$ cat src/rtl/spi_master.sv
// Byte-oriented SPI master (modes 0-3, 8-bit divider) behind a small APB register file.
// TX writes stall on APB while a transfer is running; RX holds the last received byte.
module spi_master (
    input  logic        clk,
    input  logic        rst,
    input  logic        apbs_psel,
    input  logic        apbs_penable,
    input  logic        apbs_pwrite,
    input  logic [15:0] apbs_paddr,
    input  logic [31:0] apbs_pwdata,
    output logic [31:0] apbs_prdata,
    output logic        apbs_pready,
    output logic        apbs_pslverr,
    output logic        spi_cs_n,
    output logic        spi_sck,
    output logic        spi_mosi,
    input  logic        spi_miso
);

    typedef enum logic [0:0] {StIdle, StShift} state_e;

    localparam logic [1:0] RegCsr = 2'd0;
    localparam logic [1:0] RegDiv = 2'd1;
    localparam logic [1:0] RegTx  = 2'd2;
    localparam logic [1:0] RegRx  = 2'd3;

    state_e      state;
    logic        cs;
    logic        cpol;
    logic        cpha;
    logic        rxvalid;
    logic        done;
    logic [7:0]  div;
    logic [7:0]  rx;
    logic [7:0]  tx_sh;
    logic [7:0]  rx_sh;
    logic [7:0]  half;
    logic [7:0]  hcnt;
    logic [3:0]  ecnt;

    logic        access;
    logic [1:0]  reg_sel;
    logic        busy;
    logic        tx_wr;
    logic        wr_en;
    logic        rd_en;
    logic        sck_edge;
    logic        leading;
    logic        last_edge;
    logic        sample;
    logic        present;
    logic [7:0]  rx_next;
    logic        unused_bits;

    assign access   = apbs_psel & apbs_penable;
    assign reg_sel  = apbs_paddr[3:2];
    assign busy     = (state == StShift);
    assign tx_wr    = access & apbs_pwrite & (reg_sel == RegTx);
    // Stall also in the cycle BUSY first reads 0, so a queued write lands one cycle later.
    assign apbs_pready  = ~(tx_wr & (busy | done));
    assign apbs_pslverr = 1'b0;
    assign wr_en    = access & apbs_pwrite & apbs_pready;
    assign rd_en    = access & ~apbs_pwrite;

    assign sck_edge  = busy && (hcnt == half - 8'd1);
    assign leading   = ~ecnt[0];
    assign last_edge = (ecnt == 4'd15);
    assign sample    = sck_edge & (cpha ? ~leading : leading);
    assign present   = sck_edge & ~sample;
    assign rx_next   = {rx_sh[6:0], spi_miso};

    assign spi_cs_n    = ~cs;
    assign unused_bits = ^{apbs_paddr[15:4], apbs_paddr[1:0], apbs_pwdata[31:8]};

    always_comb begin
        apbs_prdata = 32'd0;
        if (rd_en) begin
            unique case (reg_sel)
                RegCsr:  apbs_prdata = {22'd0, rxvalid, busy, 5'd0, cpha, cpol, cs};
                RegDiv:  apbs_prdata = {24'd0, div};
                RegRx:   apbs_prdata = {24'd0, rx};
                default: apbs_prdata = 32'd0;
            endcase
        end
    end

    always_ff @(posedge clk) begin
        if (rst) begin
            state    <= StIdle;
            cs       <= 1'b0;
            cpol     <= 1'b0;
            cpha     <= 1'b0;
            rxvalid  <= 1'b0;
            done     <= 1'b0;
            div      <= 8'd0;
            rx       <= 8'd0;
            tx_sh    <= 8'd0;
            rx_sh    <= 8'd0;
            half     <= 8'd1;
            hcnt     <= 8'd0;
            ecnt     <= 4'd0;
            spi_sck  <= 1'b0;
            spi_mosi <= 1'b0;
        end else begin
            done <= 1'b0;
            if (rd_en && reg_sel == RegRx) begin
                rxvalid <= 1'b0;
            end
            if (wr_en && reg_sel == RegCsr) begin
                cs <= apbs_pwdata[0];
                if (!busy) begin
                    cpol <= apbs_pwdata[1];
                    cpha <= apbs_pwdata[2];
                end
            end
            if (wr_en && reg_sel == RegDiv) begin
                div <= apbs_pwdata[7:0];
            end

            case (state)
                StIdle: begin
                    // Forward a CPOL write so the idle clock level follows in the next cycle.
                    spi_sck <= (wr_en && reg_sel == RegCsr) ? apbs_pwdata[1] : cpol;
                    if (wr_en && reg_sel == RegTx) begin
                        state <= StShift;
                        tx_sh <= apbs_pwdata[7:0];
                        rx_sh <= 8'd0;
                        hcnt  <= 8'd0;
                        ecnt  <= 4'd0;
                        half  <= (div == 8'd0) ? 8'd1 : div;
                        if (!cpha) begin
                            spi_mosi <= apbs_pwdata[7];
                        end
                    end
                end
                StShift: begin
                    if (sck_edge) begin
                        hcnt    <= 8'd0;
                        ecnt    <= ecnt + 4'd1;
                        spi_sck <= ~spi_sck;
                        if (sample) begin
                            rx_sh <= rx_next;
                        end
                        if (present) begin
                            if (cpha) begin
                                spi_mosi <= tx_sh[7];
                                tx_sh    <= {tx_sh[6:0], 1'b0};
                            end else if (!last_edge) begin
                                // bit7 went out on entry, so the trailing edge shows the next one
                                spi_mosi <= tx_sh[6];
                                tx_sh    <= {tx_sh[6:0], 1'b0};
                            end
                        end
                        if (last_edge) begin
                            state   <= StIdle;
                            spi_sck <= cpol;
                            rx      <= cpha ? rx_next : rx_sh;
                            rxvalid <= 1'b1;
                            done    <= 1'b1;
                        end
                    end else begin
                        hcnt <= hcnt + 8'd1;
                    end
                end
                default: state <= StIdle;
            endcase
        end
    end

endmodule
$ cat config.mk
export PLATFORM = sky130hd
export DESIGN_NAME = spi_master
export DESIGN_NICKNAME = d
export VERILOG_FILES = /design/src/rtl/spi_master.sv
export SDC_FILE = /design/constraint.sdc
export NUM_CORES = 1
export LEC_CHECK = 0
export BUFFER_PORTS_ARGS = -buffer_cell sky130_fd_sc_hd__buf_2
export CORE_MARGIN = 3
export CORE_UTILIZATION = 30
export CTS_BUF_LIST = sky130_fd_sc_hd__clkbuf_8 sky130_fd_sc_hd__clkbuf_16
export DETAILED_ROUTE_END_ITERATION = 12
export SLEW_MARGIN = 10
export SYNTH_ARGS = -nofsm -noshare
export SYNTH_HDL_FRONTEND = slang
export SYNTH_SLANG_ARGS = --single-unit
$ cat constraint.sdc
create_clock -name clk -period 5.1 [get_ports clk]
set_clock_uncertainty 0.1 [all_clocks]
set_input_delay 0.765 -clock clk [delete_from_list [all_inputs] [get_ports clk]]
set_output_delay 0.765 -clock clk [all_outputs]
set_load 0.01 [all_outputs]
# Word-level counts from Yosys, hierarchy flattened
# Cells that the tools add are included.
totals:
  input_bits: 54
  output_inout_bits: 37
  word_cells: 101
  mem_count: 0
  latchBits: 0
  regBits: 60
  mem_bits_ro: 0
  mem_bits_rw: 0
op_classes:
  muxes: 40
  n_mul: 0
  n_eq_ne: 11
  bitwise_logic: 17
  div: 0
  shift: 0
  n_reduce_logical: 15
  addsub: 3
  magnitude_cmp: 0
ops:
  columns: ["op", "n"]
  rows:
  - ["two-way mux 8 bit", 11]
  - ["case mux 8 bit (2 select lines)", 3]
  - ["two-way mux 32 bit", 1]
  - ["case mux 10 bit (3 select lines)", 1]
  - ["two-way mux 1 bit", 18]
  - ["adder 8 x 1 -> 8 bit (second input constant)", 1]
  - ["AND 1 bit", 8]
  - ["equality test 8 bit", 1]
  - ["logical NOT 8 bit", 1]
  - ["two-way mux 4 bit", 2]
  - ["NOT 1 bit", 8]
  - ["case mux 4 bit (2 select lines)", 1]
  - ["subtractor 8 x 1 -> 8 bit (second input constant)", 1]
  - ["inequality test 2 x 1 -> 1 bit (second input constant)", 3]
  - ["case mux 1 bit (2 select lines)", 3]
  - ["AND reduction 2 bit", 3]
  - ["AND reduction 3 bit", 2]
  - ["logical AND 1 bit", 5]
  - ["AND reduction 5 bit", 1]
  - ["adder 4 x 1 -> 4 bit (second input constant)", 1]
  - ["equality test 2 bit (second input constant)", 2]
  - ["equality test 4 bit (second input constant)", 1]
  - ["inequality test 2 bit (second input constant)", 2]
  - ["AND reduction 4 bit", 1]
  - ["5 further kinds", 5]

# Logic depth before layout (Yosys ltp)
# Gate-level depths: netlist (run 1).
depth:
  ltp_word: 9
  ltp_mapped: 11
  mapped_depth_nobuf: 8

# Worst setup path after synthesis (run 1)
# OpenSTA, ideal clock, no wires.
synth_timing:
  path_kind: "register -> register"
  startpoint: "register half[0]"
  endpoint: "register tx_sh[7]"
  n_path_buf: 3
  arrival_time_ns: 2.366
  required_ns: 4.879
  period_less_slack_ns: 2.587
  setup_slack_ns: 2.513
  setup_time_ns: 0.121
  path_stages_with_launch: 12
  path_cell_list: "dfxtp_1 -> buf_2 -> inv_1 -> ha_1 -> o21bai_1 -> a211oi_1 -> o21bai_1 -> a211o_1 -> buf_6 -> o31a_1 -> buf_6 -> mux2_4"
synth_via:
  elab_chain_len: 8
  word_cells_on_any_way: 9
  cone_classes: "1 x add/sub; 3 x eq/ne; 3 x bitwise; 2 x reduce/logical"
synth_lines:
  columns: ["element", "line", "source"]
  rows:
  - ["start: declaration", "37", "logic [7:0] half;"]
  - ["start signal: assignment", "130", "half <= (div == 8'd0) ? 8'd1 : div;"]
  - ["subtractor 8 x 1 -> 8 bit *", "65", "assign sck_edge = busy && (hcnt == half - 8'd1);"]
  - ["equality test 8 bit *", "65", null]
  - ["logical AND 1 bit *", "65", null]
  - ["AND 1 bit", "68", "assign sample = sck_edge & (cpha ? ~leading : leading);"]
  - ["NOT 1 bit", "69", "assign present = sck_edge & ~sample;"]
  - ["AND 1 bit", "69", null]
  - ["inequality test 2 x 1 -> 1 bit (no line)", null, null]
  - ["AND reduction 4 bit (no line) *", null, null]
  - ["end signal: assignment", "126", "tx_sh <= apbs_pwdata[7:0];"]
  - ["end signal: assignment", "147", "tx_sh <= {tx_sh[6:0], 1'b0};"]
  - ["end signal: assignment", "151", "tx_sh <= {tx_sh[6:0], 1'b0};"]
  - ["end: declaration", "35", "logic [7:0] tx_sh;"]
# Mark *: on every way between the ends. The rest lies on a longest branch, timed or not.
# A chain may end at the register's enable or synchronous reset.

# Final worst setup path (run 1)
# Same ends and word-level chain as after synthesis.

==> impl_metrics.toml, run 1 <==
[cells_and_area]
final_design_utilization_pct = 34.5
layout.nets = 455
fraction_of_final_layout_cells_sized_beyond_drive_strength_1_pct = 16.7
fill_cells = 1124
number_of_antenna_repair_diodes = 0
area.growth.synth_to_final_pct = 9.72

[detailed_routing]
drt_pre_antenna_iters = 6
routed-via-count = 2558
drtIter0Drc = 173
via_per_inst = 4.75
wl_per_cell_um = 12.9
routed_wirelength_um = 6960
route.detailed.drc = 0
route.antenna.remaining_nets = 0

[placement]
routabilityCongestion = 0.742
place_worst_setup_slack_ns = 1.96
dp.final_hpwl_um = 5200
io_buffer_count = 29

[timing]
postLayoutSetupSlackWorst_ns = 2.12
max_slew_margin_pct = 33.4
report.final.setup_viol = 0
tns_setup_ns = 0
fmax_ghz = 0.335
maxSlewViolCount = 0
finalCritPeriodShare_pct = 58.5
max_slew.worst_pin.slew_ns = 0.999
report.final.hold_viol_count = 0
finalHoldWorstSlack_ns = 0.362
fin_crit_ns = 2.98
rsz0062_at_grt = "no"

[critical_path]
worst-r2r-cell-count = 8
crit_path_frequent_cell = "sky130_fd_sc_hd__o21bai_1"
worstReg2RegStart = "half[0]"
cp.buffers_inverters = 1
worst_path_fanout_max = 10
timing.reg2reg.setup_slack_ns = 2.12
reg_to_reg_critical_path_endpoint = "tx_sh[7]"
timing.critical_path.max_delay_family = "compound AO/OA/AOI/OAI gates"
number_of_logic_stages_on_the_critical_path_including_buffering = 8
critical-path-slowest-cell = "sky130_fd_sc_hd__o31a_1"
crit_path_cell_trace = "inv_1 -> ha_1 -> o21bai_1 -> a211oi_1 -> o21bai_1 -> a211o_1 -> o31a_1 -> mux2_4"
critical_path.max_stage_delay_ns = 0.56
crit_arrival_ns = 3.10
wp_data_required_ns = 5.22
critical_path_sink_type = "register"
critPathKind = "reg -> reg"
critical_path.startpoint_type = "register"

[pwr]
p_seq_share_pct = 50.3
p_clk_share_pct = 42.1
ir_drop_uv = 151
power.switching_mw = 0.228
cellLeakagePower_nw = 1.52
power.total_mw = 0.950
power.density_nw_per_um2 = 261
pwr-share-comb_pct = 7.6
p_int_mw = 0.722
switching_share_pct = 24.0

[synthesis]
yosysSeqAreaShare_pct = 36.2
avg_inst_size_synth_um2 = 8.74
syn_area_um2 = 3320
synth_warnings = 0
ys_seq_elements = 60
post_synth_num_cell_types = 45
netlist_instances = 380

[cts]
cts-root-to-sink-buffers = 2
numClockSinks = 60
ctsRootBufferMaster = "sky130_fd_sc_hd__clkbuf_8"
numCtsBuffers = 9
clkLatencyLatePin_ns = 0.33
post_cts_resized = 0
htree_num_levels = 3
cts.reportedPaths.clkPinSlew_ns = 0.06
post_cts_buffers = 0
tritoncts = "yes"
ctsHoldBuffers = 0

[grt]
first_global_vias = 2383
gr_overflow_total = 0
grt_antenna_before_repair = 0
grt_first_pass_wirelength_um = 11900
grt_start_max_net_pins = 37
track_usage_pct = 11.5

[outcome]
outcome = "finished clean"

[floorplan]
core-area_um2 = 10600
floorplan.die.width_um = 111
die_h_um = 111
initial_utilization_pct = 31.5
site_row_count = 37
io_pins = 91
die_area_um2 = 12400

[flow_run]
number_of_maximum_capacitance_violations = 0

[hold_path]
timing.hold.worst_path_depth = 2
worst_hold_path_type = "reg -> reg"
holdCritStartpoint = "tx_sh[3]"
hold_end = "tx_sh[3]"
registers in the layout, indices dropped and copies added, names as in the netlist, 4 cells and up:
register  count
div           8
hcnt          8
ecnt          4
rx_sh         8
rx            8
half          8
tx_sh         8
Yosys cell counts, drive strengths merged:
cell / n / share of area (%)
a211o: 1 / 0.26
a211oi: 3 / 0.68
a21oi: 8 / 1.2
a22o: 6 / 1.6
a311oi: 1 / 0.26
a31o: 3 / 0.79
a31oi: 4 / 0.75
and2: 1 / 0.19
and3: 2 / 0.38
buf: 31 / 6.7
clkbuf: 15 / 1.7
conb: 1 / 0.11
dfxtp: 60 / 36
ha: 3 / 1.1
inv: 8 / 0.90
mux2: 17 / 5.9
mux2i: 53 / 16
nand2: 47 / 5.3
nand2b: 6 / 1.1
nand3: 9 / 1.4
nand4: 3 / 0.57
nand4b: 1 / 0.26
nor2: 51 / 5.8
nor2b: 1 / 0.19
nor3: 7 / 1.4
nor3b: 4 / 0.90
nor4: 4 / 1.2
nor4b: 1 / 0.26
o2111ai: 1 / 0.26
o211ai: 2 / 0.45
o21a: 1 / 0.23
o21ai: 3 / 0.45
o21bai: 2 / 0.45
o2bb2ai: 1 / 0.26
o31a: 2 / 0.53
o31ai: 1 / 0.23
or2: 1 / 0.19
xnor2: 7 / 1.8
xor2: 8 / 2.1
metrics by stage:
| stage | cells | area [um2] |
|---|---|---|
| 2_1_floorplan | 402 | 3400 |
| 3_5_place_dp | 523 | 3460 |
| 6_report | 538 | 3640 |
| 3_3_place_gp | 523 | 3460 |
| 5_1_grt | 538 | 3640 |
| 4_1_cts | 538 | 3640 |
layout make-up:
type | count | area [um2] | share of cell area, %
clock buffer | 13 | 179 | 4.91
clock inverter | 2 | 8.76 | 0.240
inverter | 8 | 30.0 | 0.824
multi-input combinational | 288 | 1890 | 52.0
sequential | 60 | 1200 | 33.0
tap | 136 | 170 | 4.67
timing repair buffer | 31 | 160 | 4.40
power groups by stage:
stage	Clock (mW)	Combinational, mW	Sequential [mW]
3_5_place_dp	0	0.0715	0.489
6_report	0.400	0.0719	0.478
3_3_place_gp	0	0.0702	0.489
4_1_cts	0.410	0.0717	0.478
2_1_floorplan	0	0.0716	0.486
5_1_grt	0.431	0.0794	0.479
worst max path at each step:
stage | start | endpoint | slack (ns)
after floorplan | half[0] | tx_sh[7] | 2.51
after global routing | half[0] | tx_sh[7] | 1.91
after global placement | apbs_paddr[3] | tx_sh[7] | 1.95
final | half[0] | tx_sh[7] | 2.12
after detailed placement | apbs_paddr[3] | tx_sh[7] | 1.96
after CTS | half[0] | tx_sh[7] | 2.11
cell usage in the layout (no fill, tap or decap), drive strengths merged, types with 2 or more instances in the layout:
| cell | n |
|---|---|
| conb | 23 |
| o21bai | 2 |
| o21ai | 3 |
| xor2 | 8 |
| nor2 | 51 |
| clkbuf | 13 |
| a22o | 6 |
| o211ai | 2 |
| nand3 | 9 |
| a211oi | 3 |
| and3 | 2 |
| buf | 31 |
| nor3 | 7 |
| ha | 3 |
| a21oi | 8 |
| nand2 | 47 |
| o31a | 2 |
| dfxtp | 60 |
| mux2 | 17 |
| a31o | 3 |
| nor3b | 4 |
| inv | 9 |
| nand4 | 3 |
| nor4 | 4 |
| xnor2 | 7 |
| nand2b | 6 |
| a31oi | 4 |
| mux2i | 53 |
worst register-to-register path, delay by kind of cell (launching register included):
family	cells	cell delay [ns]
AO/OA/AOI/OAI	5	1.58
adder cells (fa/ha/maj)	1	0.29
buffers and inverters	1	0.07
flip-flops	1	0.46
multiplexers	1	0.38
layer usage:
metal / track usage, % / up-vias / routed length, um / part of all wire, %
li1: - / 1294 / - / -
met4: 5.19 / 0 / 116 / 1.7
met3: 1.64 / 10 / 255 / 3.7
met2: 18.1 / 54 / 3160 / 45
met1: 15.5 / 1200 / 3430 / 49
met5: 0 / - / 0 / 0
kinds of logic after synthesis:
logic type / after synthesis / share of synthesized area, %
AOI/OAI and AO/OA: 39 / 8.40
DFF: 60 / 36.2
xor gates and xnor gates: 15 / 3.96
buffers and inverters: 54 / 9.27
muxes: 70 / 21.9
adders and majority gates: 3 / 1.13
other: 1 / 0.113
and+or+nand+nor: 138 / 19.1
Power figures use the tool's default switching activity.
==> inputs of run 2 (changes only) <==
ABC_AREA = 1   (was not set)
clock period = 2.6 ns   (was 5.1 ns; I/O delays follow)
==> impl_metrics.toml, run 2 <==
[timing]
tns_setup_ns = 0
fmax_ghz = 0.442
report.final.setup_viol = 0
max_slew_margin_pct = 63.2
max_slew.worst_pin.slew_ns = 0.552
rsz0062_at_grt = "no"
report.final.hold_viol_count = 0
fin_crit_ns = 2.26
maxSlewViolCount = 0
finalCritPeriodShare_pct = 86.9

[critical_path]
worstReg2RegStart = "half[0]"
crit_path_frequent_cell = "sky130_fd_sc_hd__nor2_1"
wp_data_required_ns = 2.77
worst_setup_path_startpoint = "half[0]"
crit_path_cell_trace = "inv_1 -> ha_1 -> xnor2_1 -> nor2_1 -> nand3_1 -> nor2_1 -> nand2_2 -> nor2_4 -> nand2_4 -> nand2_4 -> o21bai_1 -> nor2_1"
critical_path_sink_type = "register"
critical-path-slowest-cell = "sky130_fd_sc_hd__dfxtp_1"
critical_path.startpoint_type = "register"
critical_path.max_stage_delay_ns = 0.36
critPathKind = "reg -> reg"
worst_path_fanout_max = 9
crit_arrival_ns = 2.43

[placement]
routabilityCongestion = 0.815
numPlacedInstances = 627
io_buffer_count = 29
dp.final_hpwl_um = 6120

[floorplan]
core-area_um2 = 10500
site_row_count = 37
initial_utilization_pct = 31.2
io_pins = 91
die_h_um = 110
floorplan.die.width_um = 110
die_area_um2 = 12200

[grt]
grt_antenna_before_repair = 0
grt_start_max_net_pins = 38
track_usage_pct = 13.8
gr_overflow_total = 0
grt_first_pass_wirelength_um = 13000
first_global_vias = 2650

[outcome]
outcome = "finished clean"

[cells_and_area]
fraction_of_final_layout_cells_sized_beyond_drive_strength_1_pct = 12.8
fill_cells = 1119
area.growth.synth_to_final_pct = 13.0
layout.nets = 559
final_common_cell = "sky130_fd_sc_hd__nand2_1"
finalNonFillerCells = 643
final_cell_mix = "sky130_fd_sc_hd__nand2_1, sky130_fd_sc_hd__dfxtp_1, sky130_fd_sc_hd__inv_1"
number_of_antenna_repair_diodes = 0

[cts]
cts.reportedPaths.clkPinSlew_ns = 0.07
post_cts_resized = 0
htree_num_levels = 3
ctsHoldBuffers = 0
clkLatencyLatePin_ns = 0.34
post_cts_buffers = 0
tritoncts = "yes"
ctsRootBufferMaster = "sky130_fd_sc_hd__clkbuf_8"
numCtsBuffers = 9
numClockSinks = 60
cts-root-to-sink-buffers = 2

[detailed_routing]
drtIter0Drc = 171
drt_pre_antenna_iters = 4
wl_per_cell_um = 12.6
routed_wirelength_um = 8070
route.detailed.drc = 0
via_per_inst = 4.66
route.antenna.remaining_nets = 0
routed-via-count = 2996

[synthesis]
async_reset_ff_share_pct = 0
yosys.area.top_type = "sky130_fd_sc_hd__dfxtp_1"
netlist_instances = 473
yosys.area.top_type_share_pct = 36.8
syn_area_um2 = 3260
synth_enable_flop_cells = 0
yosysSeqAreaShare_pct = 36.8
post-synth-top-count-cell = "sky130_fd_sc_hd__nand2_1"
most_instantiated_flip_flop_cell_in_the_synthesis_netlist = "sky130_fd_sc_hd__dfxtp_1"
ys_seq_elements = 60
post_synth_num_cell_types = 34
ys_top_cells_by_area = "sky130_fd_sc_hd__dfxtp_1, sky130_fd_sc_hd__nand2_1, sky130_fd_sc_hd__inv_1, sky130_fd_sc_hd__a21oi_1, sky130_fd_sc_hd__buf_4"
synth.top_cells.by_count = "sky130_fd_sc_hd__nand2_1, sky130_fd_sc_hd__dfxtp_1, sky130_fd_sc_hd__inv_1"
synth_warnings = 0
avg_inst_size_synth_um2 = 6.90

[hold_path]
worst_hold_path_type = "in -> reg"
holdCritStartpoint = "apbs_pwdata[6]"

[pwr]
power.density_nw_per_um2 = 561
ir_drop_uv = 406
cellLeakagePower_nw = 1.63

[flow_run]
number_of_maximum_capacitance_violations = 0
run 2: cell count changes after synthesis, moves of 6 or more:
cell                       before  now
sky130_fd_sc_hd__a21oi_1        8   39
sky130_fd_sc_hd__nor2_1        51   38
sky130_fd_sc_hd__a22o_1         6    0
sky130_fd_sc_hd__nand2b_1       6    0
sky130_fd_sc_hd__mux2i_1       53    0
sky130_fd_sc_hd__o22ai_1        0   12
sky130_fd_sc_hd__nand3_1        9   36
sky130_fd_sc_hd__o21ai_0        3   25
sky130_fd_sc_hd__o21bai_1       2    8
sky130_fd_sc_hd__a22oi_1        0    8
sky130_fd_sc_hd__mux2_2        16    0
sky130_fd_sc_hd__nand2_1       47  105
sky130_fd_sc_hd__inv_1          8   54
run 2: path summary, 6_finish.rpt:
path	to	slack [ns]	cells after the start
max	rx_sh[2]	0.34	12
min	div[6]	0.23	3
max reg2reg	rx_sh[2]	0.34	12
min reg2reg	tx_sh[1]	0.36	2
run 2: cell type report:
cell class	count	area (um2)	share of cell area, %
Inverter	57	214	5.80
Multi-Input combinational cell	339	1680	45.4
Tap cell	136	170	4.61
Clock inverter	4	71.3	1.93
Clock buffer	12	165	4.48
Sequential cell	60	1200	32.6
Timing Repair Buffer	35	190	5.16
run 2: report_power, final:
| part | leakage [nW] | internal [mW] | switching, mW |
|---|---|---|---|
| registers | 0.484 | 0.932 | 0.0109 |
| clock network | 0.120 | 0.615 | 0.377 |
| logic | 1.03 | 0.0394 | 0.0923 |
run 2: metrics by stage:
stage          area [um2]  total power [mW]  util [%]  setup WS (ns)  hold slack [ns]
6_report             3690              2.07      35.2          0.339            0.232
4_1_cts              3680              2.08      35.2          0.208            0.214
5_1_grt              3690              2.14      35.2          0.132            0.241
2_1_floorplan        3340              1.08         -          0.683            0.339
3_3_place_gp         3450              1.09      33.0          0.251            0.349
3_5_place_dp         3450              1.09      33.0          0.240            0.353
run 2: cells by family after synthesis:
group / after synthesis / share of synthesized area, %
buffers and inverters: 96 / 14.4
AOI/OAI and AO/OA: 102 / 18.2
other: 1 / 0.115
DFF: 60 / 36.8
and+or+nand+nor: 200 / 26.4
adders and majority gates: 3 / 1.15
xor gates and xnor gates: 11 / 2.95
run 2: worst max-delay path: cells and delay by family, from the launching register on:
| kind | cells | cell delay (ns) |
|---|---|---|
| flip-flops | 1 | 0.36 |
| buffers and inverters | 1 | 0.12 |
| AND/OR/NAND/NOR | 8 | 1.08 |
| XOR/XNOR | 1 | 0.13 |
| adder cells (fa/ha/maj) | 1 | 0.33 |
| AO/OA/AOI/OAI | 1 | 0.08 |
run 2: layer usage:
metal | up-vias | global-route usage [%] | wire [um]
met2 | 76 | 23.3 | 3980
met4 | 0 | 3.69 | 37
met5 | - | 0 | 0
met3 | 5 | 3.15 | 432
li1 | 1555 | - | -
met1 | 1360 | 17.7 | 3630
==> inputs of run 3 (changes only) <==
CAP_MARGIN = 20   (was not set)
CTS_BUF_LIST = not set   (was sky130_fd_sc_hd__clkbuf_8 sky130_fd_sc_hd__clkbuf_16)
==> impl_metrics.toml, run 3 (same netlist as run 2, synthesis figures left out) <==
[outcome]
outcome = "finished clean"

[critical_path]
crit_path_cell_trace = "inv_1 -> ha_1 -> xnor2_1 -> nor2_1 -> nand3_1 -> nor2_1 -> nand2_2 -> nor2_4 -> buf_4 -> nand3_1 -> a21oi_2"
wp_data_required_ns = 2.77
critical_path_sink_type = "register"
critical_path.startpoint_type = "register"
crit_arrival_ns = 2.43
critical-path-slowest-cell = "sky130_fd_sc_hd__dfxtp_1"
cp.buffers_inverters = 2
critical_path.max_stage_delay_ns = 0.36
critPathKind = "reg -> reg"
worst_path_fanout_max = 8
timing.critical_path.max_delay_family = "simple AND/OR/NAND/NOR gates"

[cells_and_area]
area.growth.synth_to_final_pct = 13.0
final_design_utilization_pct = 35.2
final_common_cell = "sky130_fd_sc_hd__nand2_1"
finalNonFillerCells = 643
fill_cells = 1119
final_cell_mix = "sky130_fd_sc_hd__nand2_1, sky130_fd_sc_hd__dfxtp_1, sky130_fd_sc_hd__inv_1"
layout.nets = 559
fraction_of_final_layout_cells_sized_beyond_drive_strength_1_pct = 12.8
number_of_antenna_repair_diodes = 0

[floorplan]
die_h_um = 110
site_row_count = 37
io_pins = 91
initial_utilization_pct = 31.2
floorplan.die.width_um = 110
core-area_um2 = 10500
die_area_um2 = 12200

[timing]
report.final.setup_viol = 0
tns_setup_ns = 0
fin_crit_ns = 2.26
maxSlewViolCount = 0
fmax_ghz = 0.443
finalCritPeriodShare_pct = 86.8
report.final.hold_viol_count = 0
finalHoldWorstSlack_ns = 0.229
max_slew.worst_pin.slew_ns = 0.546
rsz0062_at_grt = "no"
max_slew_margin_pct = 63.5

[hold_path]
worst_hold_path_type = "in -> reg"

[detailed_routing]
wl_met1_um = 3610
via_per_inst = 4.65
drtIter0Drc = 171
routed_wirelength_um = 8050
maxUsedRoutingLayer = "met4"
wl_per_cell_um = 12.5
met2WireLength_um = 3920
met3RoutedLength_um = 458
drt_pre_antenna_iters = 5
routed-via-count = 2987
route.antenna.remaining_nets = 0
route.detailed.drc = 0

[grt]
grt_first_pass_wirelength_um = 13000
track_usage_pct = 13.8
first_global_vias = 2650
gr_overflow_total = 0
grt_start_max_net_pins = 38
grt_antenna_before_repair = 0

[pwr]
ir_drop_uv = 404
power.density_nw_per_um2 = 561
cellLeakagePower_nw = 1.63
power.total_mw = 2.07

[cts]
post_cts_buffers = 0
ctsHoldBuffers = 0
numCtsBuffers = 9
htree_num_levels = 3
ctsRootBufferMaster = "sky130_fd_sc_hd__clkbuf_8"
cts.reportedPaths.clkPinSlew_ns = 0.07
cts-root-to-sink-buffers = 2
post_cts_resized = 0
clkLatencyLatePin_ns = 0.34
numClockSinks = 60
tritoncts = "yes"

[placement]
io_buffer_count = 29
routabilityCongestion = 0.815
numPlacedInstances = 627
dp.final_hpwl_um = 6120

[flow_run]
number_of_maximum_capacitance_violations = 0
==> run 3: power breakdown <==
group          internal [mW]  leakage, nW  switching (mW)
Clock                  0.619        0.116           0.377
Combinational         0.0394         1.03          0.0923
Sequential             0.932        0.484          0.0108
Total                   1.59         1.63           0.480
==> run 3: per-layer routing <==
| metal | GRT usage (%) | vias up |
|---|---|---|
| met2 | 23.3 | 80 |
| met3 | 3.15 | 5 |
| met1 | 17.7 | 1352 |
| li1 | - | 1550 |
| met4 | 3.69 | 0 |
| met5 | 0 | - |
==> run 3: final cells by class <==
type	instances	area (um2)	area share (%)
Sequential cell	60	1200	32.6
Inverter	57	214	5.80
Multi-Input combinational cell	339	1680	45.4
Clock buffer	13	169	4.58
Tap cell	136	170	4.61
Timing Repair Buffer	35	190	5.16
Clock inverter	3	67.6	1.83
==> run 3: path summary, 6_finish.rpt <==
kind         slack, ns  depth (start not counted)       end           start
max               0.34                         11     rx[7]         half[0]
min               0.23                          3    div[6]  apbs_pwdata[6]
max reg2reg       0.34                         11     rx[7]         half[0]
min reg2reg       0.36                          2  tx_sh[1]        tx_sh[1]
==> run 3: per-stage QoR <==
stage                     cell area, um2  worst slack [ns]
after floorplan                     3340             0.683
after global placement              3450             0.251
after detailed placement            3450             0.240
after CTS                           3680             0.209
after global routing                3690             0.133
final                               3690             0.344
==> run 3: tightest hold or removal path: stages <==
cell	delay, ns
sky130_fd_sc_hd__buf_2	0.07
sky130_fd_sc_hd__inv_1	0.06
sky130_fd_sc_hd__a21oi_1	0.11
